$ cat src/rtl/cpu_pkg.sv
// Shared definitions for the 8080 instruction sequencer: FSM states,
// register codes, write-back source encodings, ALU functions and opcodes.
package cpu_pkg;

    typedef enum logic [2:0] {
        ST_IDLE   = 3'd0,
        ST_FETCH  = 3'd1,
        ST_DECODE = 3'd2,
        ST_EX1    = 3'd3,
        ST_EX2    = 3'd4,
        ST_EX3    = 3'd5,
        ST_HALT   = 3'd6
    } state_t;

    // Instruction class latched in DECODE so the EX states know their role
    typedef enum logic [1:0] {
        CLS_MOV = 2'd0,
        CLS_MVI = 2'd1,
        CLS_ALU = 2'd2
    } insnCls_t;

    localparam logic [2:0] REG_B = 3'd0;
    localparam logic [2:0] REG_C = 3'd1;
    localparam logic [2:0] REG_D = 3'd2;
    localparam logic [2:0] REG_E = 3'd3;
    localparam logic [2:0] REG_H = 3'd4;
    localparam logic [2:0] REG_L = 3'd5;
    localparam logic [2:0] REG_M = 3'd6;
    localparam logic [2:0] REG_A = 3'd7;

    localparam logic [1:0] WB_BUS = 2'b00;
    localparam logic [1:0] WB_REG = 2'b01;
    localparam logic [1:0] WB_ALU = 2'b10;

    localparam logic [2:0] ALU_ADD = 3'd0;
    localparam logic [2:0] ALU_ADC = 3'd1;
    localparam logic [2:0] ALU_SUB = 3'd2;
    localparam logic [2:0] ALU_SBB = 3'd3;
    localparam logic [2:0] ALU_ANA = 3'd4;
    localparam logic [2:0] ALU_XRA = 3'd5;
    localparam logic [2:0] ALU_ORA = 3'd6;
    localparam logic [2:0] ALU_CMP = 3'd7;

    localparam logic [7:0] OPC_HLT = 8'h76;

endpackage

$ cat src/rtl/cpu_sequencer_reg_onehot_dec.sv
// Register code to one-hot write enable. Code 6 (M, memory) is not a
// register in this datapath, so it never produces an enable.
module reg_onehot_dec
    import cpu_pkg::*;
(
    input  logic       en,
    input  logic [2:0] code,
    output logic [7:0] onehot
);

    // One-hot expansion with M suppressed
    always_comb begin
        onehot = 8'h00;
        if (en && code != REG_M)
            onehot[code] = 1'b1;
    end

endmodule

$ cat src/rtl/cpu_sequencer.sv
// Multi-cycle fetch/decode/execute sequencer for the 8080 register/ALU
// datapath. Supports MOV r,r / MVI r,imm / ALU r / HLT; anything else is
// flagged illegal and skipped.
// Build option: SINGLE_STEP_EN -- return to IDLE after every completed
// instruction instead of fetching the next one.
module cpu_sequencer
    import cpu_pkg::*;
#(
    parameter int RESET_RUN = 0
) (
    input  logic       clk,
    input  logic       rst_n,
    input  logic       start,
    input  logic       mem_ready,
    input  logic [7:0] rIR_data,
    output logic       fetch_req,
    output logic       rIR_enable,
    output logic [7:0] reg_en,
    output logic [2:0] src_sel,
    output logic [1:0] wb_sel,
    output logic       r1_enable,
    output logic       r2_enable,
    output logic [2:0] alu_op,
    output logic       done,
    output logic       halted,
    output logic       illegal
);

    localparam state_t RST_STATE = (RESET_RUN != 0) ? ST_FETCH : ST_IDLE;
`ifdef SINGLE_STEP_EN
    localparam state_t AFTER_DONE = ST_IDLE;
`else
    localparam state_t AFTER_DONE = ST_FETCH;
`endif

    state_t   state, nextState;
    insnCls_t cls, decCls;
    logic     decValid;
    logic     wrEn;
    logic [2:0] wrCode;

    wire [2:0] irD = rIR_data[5:3];
    wire [2:0] irS = rIR_data[2:0];

    // Classify the opcode currently held in the IR
    always_comb begin
        decValid = 1'b0;
        decCls   = CLS_MOV;
        if (rIR_data[7:6] == 2'b01 && irD != REG_M && irS != REG_M) begin
            decValid = 1'b1;
            decCls   = CLS_MOV;
        end else if (rIR_data[7:6] == 2'b00 && irS == 3'b110 && irD != REG_M) begin
            decValid = 1'b1;
            decCls   = CLS_MVI;
        end else if (rIR_data[7:6] == 2'b10 && irS != REG_M) begin
            decValid = 1'b1;
            decCls   = CLS_ALU;
        end
    end

    // State register and latched instruction class
    always_ff @(posedge clk or negedge rst_n) begin
        if (!rst_n) begin
            state <= RST_STATE;
            cls   <= CLS_MOV;
        end else begin
            state <= nextState;
            if (state == ST_DECODE)
                cls <= decCls;
        end
    end

    // Next state and control outputs; everything is forced idle while
    // reset is held so no enable can leak out during an abort.
    always_comb begin
        nextState  = state;
        fetch_req  = 1'b0;
        rIR_enable = 1'b0;
        wrEn       = 1'b0;
        wrCode     = irD;
        src_sel    = 3'd0;
        wb_sel     = WB_BUS;
        r1_enable  = 1'b0;
        r2_enable  = 1'b0;
        alu_op     = 3'd0;
        done       = 1'b0;
        halted     = 1'b0;
        illegal    = 1'b0;
        if (rst_n) begin
            case (state)
                ST_IDLE: if (start) nextState = ST_FETCH;
                ST_FETCH: begin
                    fetch_req = 1'b1;
                    if (mem_ready) begin
                        rIR_enable = 1'b1;
                        nextState  = ST_DECODE;
                    end
                end
                ST_DECODE: begin
                    if (rIR_data == OPC_HLT) begin
                        done      = 1'b1;
                        nextState = ST_HALT;
                    end else if (decValid) begin
                        nextState = ST_EX1;
                    end else begin
                        illegal   = 1'b1;
                        done      = 1'b1;
                        nextState = AFTER_DONE;
                    end
                end
                ST_EX1: begin
                    alu_op = irD;
                    case (cls)
                        CLS_MOV: begin
                            src_sel   = irS;
                            wb_sel    = WB_REG;
                            wrEn      = 1'b1;
                            done      = 1'b1;
                            nextState = AFTER_DONE;
                        end
                        CLS_MVI: begin
                            // Operand byte comes straight off the bus
                            fetch_req = 1'b1;
                            if (mem_ready) begin
                                wb_sel    = WB_BUS;
                                wrEn      = 1'b1;
                                done      = 1'b1;
                                nextState = AFTER_DONE;
                            end
                        end
                        default: begin
                            src_sel   = REG_A;
                            r1_enable = 1'b1;
                            nextState = ST_EX2;
                        end
                    endcase
                end
                ST_EX2: begin
                    alu_op    = irD;
                    src_sel   = irS;
                    r2_enable = 1'b1;
                    nextState = ST_EX3;
                end
                ST_EX3: begin
                    // CMP only updates flags, so the accumulator is left alone
                    alu_op    = irD;
                    wb_sel    = WB_ALU;
                    wrCode    = REG_A;
                    wrEn      = (irD != ALU_CMP);
                    done      = 1'b1;
                    nextState = AFTER_DONE;
                end
                ST_HALT: begin
                    halted = 1'b1;
                    if (start) nextState = ST_FETCH;
                end
                default: nextState = ST_IDLE;
            endcase
        end
    end

    reg_onehot_dec uDec (
        .en     (wrEn),
        .code   (wrCode),
        .onehot (reg_en)
    );

endmodule

$ cat config.mk
export PLATFORM = sky130hd
export DESIGN_NAME = cpu_sequencer
export DESIGN_NICKNAME = d
export VERILOG_FILES = /design/src/rtl/cpu_pkg.sv /design/src/rtl/cpu_sequencer_reg_onehot_dec.sv /design/src/rtl/cpu_sequencer.sv
export SDC_FILE = /design/constraint.sdc
export NUM_CORES = 1
export LEC_CHECK = 0
export BUFFER_PORTS_ARGS = -buffer_cell sky130_fd_sc_hd__buf_2
export CORE_MARGIN = 3
export CORE_UTILIZATION = 47
export DETAILED_ROUTE_END_ITERATION = 10
export HOLD_SLACK_MARGIN = 0.08
export PLACE_DENSITY = 0.77
export RECOVER_POWER = 50
export SETUP_SLACK_MARGIN = 0.15
export SYNTH_ARGS = -nofsm -noshare
export SYNTH_HDL_FRONTEND = slang
export SYNTH_HIERARCHICAL = 1
export SYNTH_SLANG_ARGS = --single-unit
$ cat constraint.sdc
create_clock -name clk -period 1.9 [get_ports clk]
set_input_delay 0.095 -clock clk [delete_from_list [all_inputs] [get_ports clk]]
set_output_delay 0.095 -clock clk [all_outputs]
set_load 0.01 [all_outputs]
==> impl_metrics.toml, run 1 <==
[status]
status = "finished, final reports clean"

[clock_tree]
cts.sinks = 5
cts_tree = "yes"
cts.htree.levels = 1
clk_pin_slew_ns = 0.04
clk_latency_ns = 0.24
cts_buffers = 3
root_buffer = "clkbuf_4"
cts_buffer_depth = 2

[global_routing]
grt_first_pass_wirelength_um = 4320
antenna_found_initial = 0
grt_pass1_vias = 923
grt_max_degree = 11
grt.total_usage_pct = 28.0
grt_overflow = 0

[setup_path]
crit_path_max_fanout = 7
r2r_slack_ns = 0.21
required_ns = 1.80
crit_path_start_kind = "flip-flop"
r2r_cells = 6
cp.arrival_ns = 1.68
r2r-end = "state[0]"
crit_path_end_kind = "primary output"
critical_path_class = "flip-flop to primary output"
r2r_start = "state[1]"

[finish]
drive_above_1_share_pct = 52.2
area_growth_pct = 57.7
nets = 170
multi_input_area_sq_um = 696
seq_area_sq_um = 130
fillers = 102
diodes = 0

[detailed_routing]
ant_nets = 0
drt_iter0_drc = 15
via_count = 1034
viasPerCell = 5.98
drc = 0
drtPass1Iterations = 4
routedWlPerCell_um = 17.4
routed_wl_um = 3010

[hold_path]
holdPathEnd = "cls[1]"
hold_path_depth = 4
hp-start = "rIR_data[6]"
hold_path_class = "primary input to flip-flop"

[yosys]
synthXorXnorAreaFrac_pct = 2.19
synth_area_sq_um = 798
synth_common_cells = "nand2_1 (12), a21oi_1 (8), nor2_1 (7)"
muxShareOfSynthArea_pct = 2.66
yosys.area_share.simple_pct = 48.7
synth_nets = 117
ys.flop_type = "dfrtp_1"
async_reset_ff_share_pct = 100
synth_warnings = 6
synth-seq-cells = 5
synth_cell_types = 45
synthAdderAreaFrac_pct = 0
synth_top_family_by_area = "simple AND/OR/NAND/NOR gates"
synth_top_area_share_pct = 15.7
synth.most_common_cell = "nand2_1"
synth_area_leader_cell = "dfrtp_1"
synth_edf_count = 0
syn-instance-count = 105
syn_avg_cell_area_sq_um = 7.60
seq_area_frac_synth_pct = 15.7
synth_compound_area_share_pct = 21.9
synth.area.top_cells = "dfrtp_1 (16%), nand2_1 (5.6%), a21oi_1 (5.0%)"

[floorplan]
die-area_sq_mm = 0.00223
core_area_sq_mm = 0.00156
fp.dieW_um = 47.2
start_util_pct = 51.2
io_pins = 35
die_height_um = 47.2
row_count = 14

[power]
peakVddDrop_uv = 819
p_per_area_mw_per_mm2 = 1200
p_leak_nw = 0.598
power_w = 0.00151

[timing]
fin_crit_ns = 1.77
fin_skew_ns = 0.00214
tns_ns = 0
setup_viol = 0
period_share_pct = 93.2
slew_violations = 0
hold_viol = 0
rsz0062_at_grt = "true"
fmax_ghz = 0.565
whs_ns = 0.226

[placed_design]
hpwl_um = 1720
io_buffers = 33
gp_congestion = 0.796

[job]
cap_violations = 0
stage by stage:
| step | utilization (%) | cells | setup slack, ns | cell area [sq um] |
|---|---|---|---|---|
| 3_3_place_gp | 63.4 | 153 | 0.270 | 988 |
| 2_1_floorplan | - | 105 | 0.392 | 798 |
| 3_5_place_dp | 63.4 | 153 | 0.143 | 988 |
| 5_1_grt | 80.7 | 173 | 0.0278 | 1260 |
| 4_1_cts | 73.5 | 166 | 0.148 | 1150 |
| 6_report | 80.7 | 173 | 0.129 | 1260 |
area by class of cell:
class / count / share of cell area (%)
tap: 16 / 1.59
sequential: 5 / 10.3
inverter: 5 / 1.49
multi-input combinational: 87 / 55.3
timing repair buffer: 56 / 29.2
clock buffer: 4 / 2.09
flip-flops by register name, summed over array words and instances, names as in the netlist:
| signal | count |
|---|---|
| state | 3 |
| cls | 2 |
layer usage:
| layer | GRT usage [%] | share of wire (%) | vias up |
|---|---|---|---|
| met5 | 0 | 0 | - |
| met4 | 18.8 | 6.2 | 0 |
| met3 | 5.36 | 4.7 | 18 |
| met2 | 46.9 | 51 | 51 |
| met1 | 32.0 | 38 | 478 |
| li1 | - | - | 487 |
power breakdown:
group,switching (W),internal (W),total [W],leakage [nW]
registers,0.0000915,0.000157,0.000249,0.0593
logic,0.000576,0.000561,0.00114,0.523
clock network,0.0000462,0.0000796,0.000126,0.0150
total,0.000714,0.000797,0.00151,0.598
layout by cell type, fill, tap and decap left out, types with 2 or more instances in the layout:
| cell type | n |
|---|---|
| dfrtp_2 | 4 |
| clkbuf_2 | 2 |
| nor3_1 | 4 |
| a21oi_1 | 6 |
| clkbuf_1 | 8 |
| buf_6 | 7 |
| nand2b_1 | 2 |
| and4b_2 | 2 |
| nor2b_1 | 3 |
| buf_4 | 18 |
| nor4b_1 | 2 |
| nand2_1 | 11 |
| nand3b_1 | 2 |
| and4bb_2 | 3 |
| nor2_1 | 6 |
| buf_2 | 20 |
| and3_1 | 3 |
| o21ai_0 | 4 |
| nand2b_4 | 5 |
| inv_1 | 5 |
| a21oi_2 | 2 |
| clkbuf_4 | 4 |
cell families after synthesis:
kind of cell           Yosys count
multiplexers                     2
buffers and inverters           13
AO/OA/AOI/OAI                   22
other                            1
flip-flops                       5
XOR/XNOR                         2
AND/OR/NAND/NOR                 60
worst max-delay path by stage:
| stage | from | to |
|---|---|---|
| finish | state[2] | reg_en[5] |
| global route | state[2] | reg_en[0] |
| CTS | state[2] | reg_en[0] |
| detailed placement | state[2] | reg_en[0] |
| global placement | state[2] | reg_en[0] |
| floorplan | state[2] | reg_en[0] |
worst max-delay path, stage by stage (launching register included):
cell and delay [ns]:
dfrtp_2 0.41, nand2_2 0.09, or3_4 0.43, nand2b_4 0.13, and4b_2 0.24, buf_6 0.12
what timing repair did:
action	in CTS	in global routing
hold buffers	1	0
endpoints found under the hold margin	5	0
cloned	0	0
resized for setup	14	16
endpoints found under the setup margin	10	14
buffers inserted	8	7
pin swaps	3	6
Note: power is estimated with default switching activity, not from simulation.
==> run 2: changes to the inputs <==
PLACE_DENSITY = 0.8   (was 0.77)
==> run 2 against run 1 <==
Net effect: largest power group unchanged; worst hold slack improved by 0.011 ns; clock power barely moved; critical path type unchanged; die area did not move; critical path depth rose by 2; design area fell by 0.80%; core utilization fell by 0.64 points; highest routed layer unchanged; combinational power barely moved; worst setup slack got worse by 0.070 ns; clock-buffer cell count did not move; power rose by 1.9%; register-to-register slack got worse by 0.08 ns; global-route usage fell by 0.56 points.
==> impl_metrics.toml, run 2 (synthesis results as in run 1) <==
[placed_design]
post-place-ws_ns = 0.0871
hpwl_um = 1800
gp_congestion = 0.769
io_buffers = 33

[finish]
largest_reg_flops = 3
nets = 168
diodes = 0
area_growth_pct = 56.4
fin_util_pct = 80.1
largestRegisters = "state (3), cls (2)"
layout_common_cells = "buf_2 (21), buf_4 (14), nand2_1 (12)"
fillers = 105
final_common_cell = "buf_2"
drive_above_1_share_pct = 52.9
regMostFlops = "state"

[status]
status = "finished, final reports clean"

[power]
seq_power_share_pct = 16.3
p_leak_nw = 0.594
p_comb_share_pct = 75.3
switching_share_pct = 47.2
peakVddDrop_uv = 1030
pwr-share-clk_pct = 8.4
intPower_w = 0.000813
p_per_area_mw_per_mm2 = 1230
p_sw_w = 0.000728

[timing]
slew_violations = 0
slew_headroom_pct = 63.8
setup_viol = 0
worst_pin_slew_ns = 0.542
fmax_ghz = 0.543
hold_viol = 0
fin_crit_ns = 1.84
rsz0062_at_grt = "true"
tns_ns = 0
fin_skew_ns = 0.00810
period_share_pct = 96.9
worst_slack_ns = 0.0590

[setup_path]
crit_path_start_kind = "flip-flop"
max_stage_delay_ns = 0.44
crit_path_max_fanout = 6
cp_cell_sequence = "nand2b_4, nor3_4, a21oi_2, nor2_2, buf_6, and4bb_2, buf_6"
crit_top_cell = "buf_6"
critPathTopFamily = "simple AND/OR/NAND/NOR gates"
cp.arrival_ns = 1.75
required_ns = 1.80
cp.buffers_inverters = 2
crit_path_end_kind = "primary output"
slowest_stage = "dfrtp_2"
critical_path_class = "flip-flop to primary output"

[detailed_routing]
routedWlPerCell_um = 17.5
viasPerCell = 6.18
routed_wl_um = 2990
drc = 0
via_count = 1057
drtPass1Iterations = 4
drt_iter0_drc = 35
ant_nets = 0

[clock_tree]
cts.sinks = 5
root_buffer = "clkbuf_4"
cts_buffer_depth = 2
cts.htree.levels = 1
clk_latency_ns = 0.25
cts_tree = "yes"
cts_buffers = 3
clk_pin_slew_ns = 0.05

[floorplan]
io_pins = 35
start_util_pct = 51.2
die-area_sq_mm = 0.00223
core_area_sq_mm = 0.00156
fp.dieW_um = 47.2
die_height_um = 47.2
row_count = 14

[global_routing]
grt.total_usage_pct = 27.4
grt_max_degree = 11
grt_pass1_vias = 941
grt_first_pass_wirelength_um = 4240
grt_overflow = 0
antenna_found_initial = 0

[hold_path]
hold_path_class = "primary input to flip-flop"

[job]
cap_violations = 0
## run 2: cell types whose count changed in the layout (fill, tap and decap cells not counted), sizes merged
cell	change
clkbuf	-3
buf	+1
## run 2: layout make-up
type | instances | area [sq um] | share of cell area, %
Sequential cell | 5 | 130 | 10.4
Timing Repair Buffer | 54 | 372 | 29.8
Tap cell | 16 | 20.0 | 1.60
Inverter | 5 | 18.8 | 1.50
Clock buffer | 4 | 26.3 | 2.10
Multi-Input combinational cell | 87 | 682 | 54.6
## run 2: per-layer routing
layer  up-vias  global-route usage [%]  share of wire, %
met5         -                       0                 0
met4         0                    16.6               3.2
met3         8                    4.21               5.8
met2        55                    49.1                54
met1       507                    30.1                37
li1        487                       -                 -
## run 2: what timing repair did
action	in CTS	in global routing
pin swaps	2	2
hold endpoints to repair	5	0
buffers inserted	8	3
gates resized for setup	23	13
setup endpoints to repair	12	16
hold buffers	1	0
## run 2: power by group through the flow
stage / Sequential, W / Combinational (W) / Clock (W)
after detailed placement: 0.000236 / 0.000790 / 0
after floorplan: 0.000179 / 0.000621 / 0
after global placement: 0.000231 / 0.000768 / 0
after global routing: 0.000257 / 0.00124 / 0.000144
after CTS: 0.000244 / 0.00103 / 0.000133
final: 0.000252 / 0.00116 / 0.000129
## run 2: worst min-delay path, cell delays in order
cell	delay, ns
buf_2	0.13
a21oi_1	0.09
o22ai_1	0.11
## run 2: final timing paths
| kind | startpoint | to | slack (ns) | cells past startpoint |
|---|---|---|---|---|
| max in group asynchronous | rst_n | state[1] | 0.98 | 3 |
| worst min register to register | cls[1] | cls[1] | 0.67 | 2 |
| min in group asynchronous | rst_n | cls[0] | 0.70 | 3 |
| worst max-delay path | state[2] | reg_en[1] | 0.06 | 7 |
| worst max register to register | state[2] | state[1] | 0.13 | 6 |
| worst min-delay path | mem_ready | state[1] | 0.24 | 3 |
## run 2: metrics by stage
step,instance area [sq um],instances,hold slack (ns),total power (W)
after floorplan,798,105,-0.201,0.000801
after global placement,1000,155,0.0425,0.000999
after detailed placement,1000,155,0.0435,0.00103
after CTS,1200,168,0.235,0.00141
after global routing,1250,171,0.227,0.00164
final,1250,171,0.237,0.00154
